$ cat config.mk
export PLATFORM = sky130hd
export DESIGN_NAME = mm_host_sequencer
export DESIGN_NICKNAME = d
export VERILOG_FILES = /design/src/rtl/mm_host_sequencer.sv
export SDC_FILE = /design/constraint.sdc
export NUM_CORES = 1
export LEC_CHECK = 0
export CAP_MARGIN = 15
export CORE_ASPECT_RATIO = 0.5
export CORE_MARGIN = 2
export CORE_UTILIZATION = 40
export CTS_BUF_LIST = sky130_fd_sc_hd__clkbuf_8
export CTS_CLUSTER_SIZE = 28
export DETAILED_ROUTE_END_ITERATION = 6
export PLACE_DENSITY_LB_ADDON = 0.15
export SYNTH_ARGS = -nofsm -noshare
export SYNTH_HDL_FRONTEND = slang
export SYNTH_SLANG_ARGS = --single-unit
$ cat constraint.sdc
create_clock -name clock_i -period 2.73 [get_ports clock_i]
set_clock_uncertainty 0.15 [all_clocks]
set_input_delay 0.546 -clock clock_i [delete_from_list [all_inputs] [get_ports clock_i]]
set_output_delay 0.546 -clock clock_i [all_outputs]
set_load 0.005 [all_outputs]
$ cat src/rtl/mm_host_sequencer.sv
// rtl/mm_host_sequencer.sv - Montgomery core host sequencer: load operands, start, read result, reset core
// Define MM_SEQ_TIMEOUT_EN to abort a core that never raises done within TIMEOUT_CYCLES.
module mm_host_sequencer #(
  parameter int s              = 16,
  parameter int RES_BASE       = 0,
  parameter int TIMEOUT_CYCLES = 65535
) (
  input  logic        clock_i,
  input  logic        reset_i,
  input  logic [16:0] s_data_i,
  input  logic        s_valid_i,
  output logic        s_ready_o,
  output logic [16:0] m_data_o,
  output logic        m_valid_o,
  input  logic        m_ready_i,
  output logic        bram_en_o,
  output logic        bram_we_o,
  output logic [31:0] bram_addr_o,
  output logic [31:0] bram_din_o,
  input  logic [31:0] bram_dout_i,
  output logic        core_start_o,
  output logic        core_reset_o,
  input  logic        core_done_i,
  output logic        busy_o,
  output logic        error_o
);

  localparam int CW = $clog2(4 * s);
  localparam logic [CW-1:0] LAST_RES  = CW'(s - 1);
  localparam logic [CW-1:0] LOAD_DONE = CW'(3 * s + 1);
  localparam logic [CW-1:0] RB        = CW'(RES_BASE);

  typedef enum logic [2:0] {IDLE, LOAD, START, WAIT, READ, CAPT, HOLD, CLR} state_t;

  state_t        state, state_d;
  logic [CW-1:0] cnt, cnt_d;
  logic          en_d, we_d, en_q, we_q;
  logic [CW-1:0] addr_d, addr_q;
  logic [16:0]   din_d, din_q;
  logic [16:0]   data_q;
  logic          valid_q;
  logic          core_rst_q;
  logic          in_hs, out_hs, timeout;
  logic          unused_dout;

  // Ready is held off while the core reset pulse is still out, and once all 3s+1 limbs are in.
  assign s_ready_o    = ((state == IDLE) && !core_rst_q) || ((state == LOAD) && (cnt != LOAD_DONE));
  assign in_hs        = s_valid_i && s_ready_o;
  assign out_hs       = valid_q && m_ready_i;
  assign m_data_o     = data_q;
  assign m_valid_o    = valid_q;
  assign bram_en_o    = en_q;
  assign bram_we_o    = we_q;
  assign bram_addr_o  = {{(32 - CW){1'b0}}, addr_q};
  assign bram_din_o   = {15'd0, din_q};
  assign core_start_o = (state == START);
  assign core_reset_o = core_rst_q;
  assign busy_o       = (state != IDLE);
  assign unused_dout  = ^bram_dout_i[31:17];

  always_comb begin
    state_d = state;
    cnt_d   = cnt;
    en_d    = 1'b0;
    we_d    = 1'b0;
    addr_d  = addr_q;
    din_d   = din_q;
    case (state)
      IDLE: if (in_hs) begin
        en_d = 1'b1; we_d = 1'b1; addr_d = '0; din_d = s_data_i;
        cnt_d = CW'(1); state_d = LOAD;
      end
      // The extra LOAD cycle lets the final write reach the BRAM before the core is started.
      LOAD: if (cnt == LOAD_DONE) begin
        state_d = START;
      end else if (in_hs) begin
        en_d = 1'b1; we_d = 1'b1; addr_d = cnt; din_d = s_data_i;
        cnt_d = cnt + CW'(1);
      end
      START: state_d = WAIT;
      WAIT: if (core_done_i) begin
        cnt_d = '0; en_d = 1'b1; addr_d = RB; state_d = READ;
      end else if (timeout) begin
        state_d = CLR;
      end
      READ: state_d = CAPT;
      CAPT: state_d = HOLD;
      HOLD: if (out_hs) begin
        cnt_d = cnt + CW'(1);
        if (cnt == LAST_RES) begin
          state_d = CLR;
        end else begin
          en_d = 1'b1; addr_d = RB + cnt + CW'(1); state_d = READ;
        end
      end
      CLR: state_d = IDLE;
      default: state_d = IDLE;
    endcase
  end

  always_ff @(posedge clock_i) begin
    if (reset_i) state <= IDLE;
    else         state <= state_d;
  end

  always_ff @(posedge clock_i) begin
    if (reset_i) begin
      cnt        <= '0;
      en_q       <= 1'b0;
      we_q       <= 1'b0;
      addr_q     <= '0;
      din_q      <= '0;
      data_q     <= '0;
      valid_q    <= 1'b0;
      core_rst_q <= 1'b1;
    end else begin
      cnt        <= cnt_d;
      en_q       <= en_d;
      we_q       <= we_d;
      addr_q     <= addr_d;
      din_q      <= din_d;
      core_rst_q <= (state_d == CLR);
      if (state == CAPT) begin
        data_q  <= bram_dout_i[16:0];
        valid_q <= 1'b1;
      end else if (out_hs) begin
        valid_q <= 1'b0;
      end
    end
  end

`ifdef MM_SEQ_TIMEOUT_EN
  localparam int TW = $clog2(TIMEOUT_CYCLES + 1);
  logic [TW-1:0] tmo_cnt;
  logic          err_q;

  assign timeout = (state == WAIT) && !core_done_i && (tmo_cnt == TW'(TIMEOUT_CYCLES - 1));
  assign error_o = err_q;

  always_ff @(posedge clock_i) begin
    if (reset_i) begin
      tmo_cnt <= '0;
      err_q   <= 1'b0;
    end else begin
      tmo_cnt <= (state == WAIT) ? tmo_cnt + TW'(1) : '0;
      if (timeout)                     err_q <= 1'b1;
      else if ((state == IDLE) && in_hs) err_q <= 1'b0;
    end
  end
`else
  localparam int unused_timeout = TIMEOUT_CYCLES;
  assign timeout = 1'b0;
  assign error_o = 1'b0;
`endif

endmodule
==> flow_summary.ini <==
[outcome]
status = finished, final reports clean

[synthesis]
synth.area.top_cells = dfxtp_1 (40%), buf_4 (12%), mux2i_1 (6.4%)
synthFlopType = dfxtp_1
seq_area_frac_synth_pct = 39.9
synth_area_per_cell_sq_um = 8.83
async_flop_share_pct = 0
synth_most_common_cell = dfxtp_1
ys_types = 55
netlist_instances = 301
synth.largest_area_cell = dfxtp_1
synth_edf_count = 0
ys_top_cells_by_count = dfxtp_1 (53), buf_4 (44), nand2_1 (41), a21oi_1 (28), nor2_1 (26)
synth.top_cell.area_share_pct = 39.9
ys_ff_latch = 53
yosysWarningCount = 0
netlist_area_sq_um = 2660

[timing]
fin_crit_sh_pct = 95.2
finalHoldViolCount = 0
max_slew.worst_pin.slew_ps = 728
slew_headroom_pct = 51.0
rsz0062_at_grt = false
fin_setup_tns_ps = 0
max_freq_ghz = 0.385
slew_viol_final = 0
layout_setup_ws_ps = 132
min_period_ps = 2600
finalSetupViolCount = 0

[power]
pwr_density_cell_nw_per_um2 = 451
pwr-share-seq_pct = 51.3
p_int_mw = 1.21
switchingPower_mw = 0.368
pwr-share-comb_pct = 13.2
clkPwrFrac_pct = 35.5
power_leakage_nw = 1.37
power_mw = 1.58
power.share.switching_pct = 23.3
ir_drop_mv = 0.224

[detailed_routing]
drtPass1Iterations = 4
met1Wirelength_mm = 2.57
drc_errors = 0
wl_per_cell_um = 12.4
detail-route-antenna-nets = 0
dr_wl_met3_um = 519
vias = 2216
dr_wl_met2_mm = 2.72
routed.top_layer = met4
vias_per_cell = 4.70
drt-initial-drc-count = 88
wl_mm = 5.86

[global_route]
grt_pass1_vias = 1884
antenna_found_initial = 0
grt-ovfl-total = 0
grt_max_degree = 49
grt_pass1_wl_mm = 8.90
track_usage_pct = 15.5

[cells_and_area]
finalNonFillerCells = 471
drive_gt1_share_pct = 7.83
post-route-util_pct = 56.3
finalNetCount = 438
area_growth_pct = 31.9
n_antenna_cell = 0

[floorplan]
chipWidth_um = 119
dieArea_sq_um = 7350
rows = 20
core_area_sq_um = 6230
initial_utilization_pct = 42.7
die_h_um = 61.6
ios = 143

[min_path]
hold_class = input pin to register

[cts]
cts-buffers-inserted = 5
cts_root_buf = clkbuf_8
cts_hold_buf = 0
htree_levels = 2
cts.clk_slew.worst_paths_ps = 100
tritoncts = built
clock_path_buffers = 2
clock_sinks = 53
clock_latency_ps = 310

[placed_design]
dp_cells = 463
place_congestion = 0.882
post-place-ws_ps = 311
dp_hpwl_mm = 4.25
portBuffers = 85

[setup_path]
cp.arrival_ps = 1900
critical_path_peak_fanout = 7
critPathCaptureType = output pin
required_ps = 2030
worstSetupPathType = register to output pin
cp-start-kind = register

[flow_run]
cap_violations = 0
[timing repair]
action,in CTS,in global routing
resized for setup,0,1
endpoints found under the setup margin,0,1
buffers inserted,0,0
[worst paths after layout]
check / start / end / slack (ps) / cells after the start
min: reset_i / din_q[11] / 280 / 2
max reg2reg: cnt[0] / addr_q[2] / 380 / 6
max: cnt[0] / s_ready_o / 130 / 4
min reg2reg: m_data_o[7] / m_data_o[7] / 310 / 2
[registers in the layout, summed over array words and instances (netlist names)]
signal	count
din_q	17
bram_en_o	1
cnt	6
m_valid_o	1
m_data_o	17
addr_q	6
bram_we_o	1
state	3
core_reset_o	1
[per-stage QoR]
step / hold slack [ps] / instance area [sq um]
floorplan: 300 / 2810
global placement: 292 / 3380
detailed placement: 298 / 3380
CTS: 281 / 3500
global route: 289 / 3510
finish: 284 / 3510
[routing by layer]
layer | up-vias | global-route usage, %
met5 | - | 0
met4 | 0 | 4.59
met3 | 5 | 6.11
met2 | 91 | 26.4
met1 | 1011 | 18.6
li1 | 1109 | -
[critical path, stage by stage (launching register included)]
cell	delay [ps]
dfxtp_1	390
ha_1	250
and2_2	210
a211oi_4	210
clkdlybuf4s50_1	530
[power groups by stage]
stage	clock network [mW]	logic, mW	registers [mW]
floorplan	0	0.144	0.827
finish	0.560	0.209	0.811
detailed placement	0	0.209	0.829
CTS	0.578	0.209	0.811
global placement	0	0.206	0.828
global route	0.610	0.229	0.814
[logic make-up after synthesis]
| group | count (synthesis) | synth area share (%) |
|---|---|---|
| multiplexers | 17 | 6.40 |
| flip-flops | 53 | 39.9 |
| adder cells (fa/ha/maj) | 2 | 0.941 |
| other | 1 | 0.141 |
| buffers and inverters | 60 | 16.2 |
| AND/OR/NAND/NOR | 103 | 19.8 |
| AO/OA/AOI/OAI | 65 | 16.6 |
[cell usage in the layout (no fill, tap or decap), drive strengths merged, types with 3 or more instances in the layout]
| cell | synthesis | layout |
|---|---|---|
| buf | 47 | 6 |
| o21ai | 12 | 12 |
| conb | 1 | 42 |
| clkdlybuf4s50 | 0 | 84 |
| nand3 | 6 | 6 |
| clkbuf | 10 | 6 |
| a311oi | 3 | 3 |
| nand2 | 42 | 42 |
| inv | 3 | 3 |
| nor3b | 4 | 4 |
| a32o | 4 | 4 |
| dfxtp | 53 | 53 |
| nor2 | 26 | 26 |
| mux2i | 17 | 17 |
| a21oi | 31 | 31 |
| or3 | 3 | 3 |
[final cells by class]
| class | count | area, sq um |
|---|---|---|
| clock buffer | 6 | 82.6 |
| clock inverter | 2 | 37.5 |
| fill | 577 | 2730 |
| inverter | 3 | 11.3 |
| multi-input combinational | 229 | 1320 |
| sequential | 53 | 1060 |
| tap | 88 | 110 |
| timing repair buffer | 90 | 883 |
No activity file was read; power rests on OpenSTA's default activity.
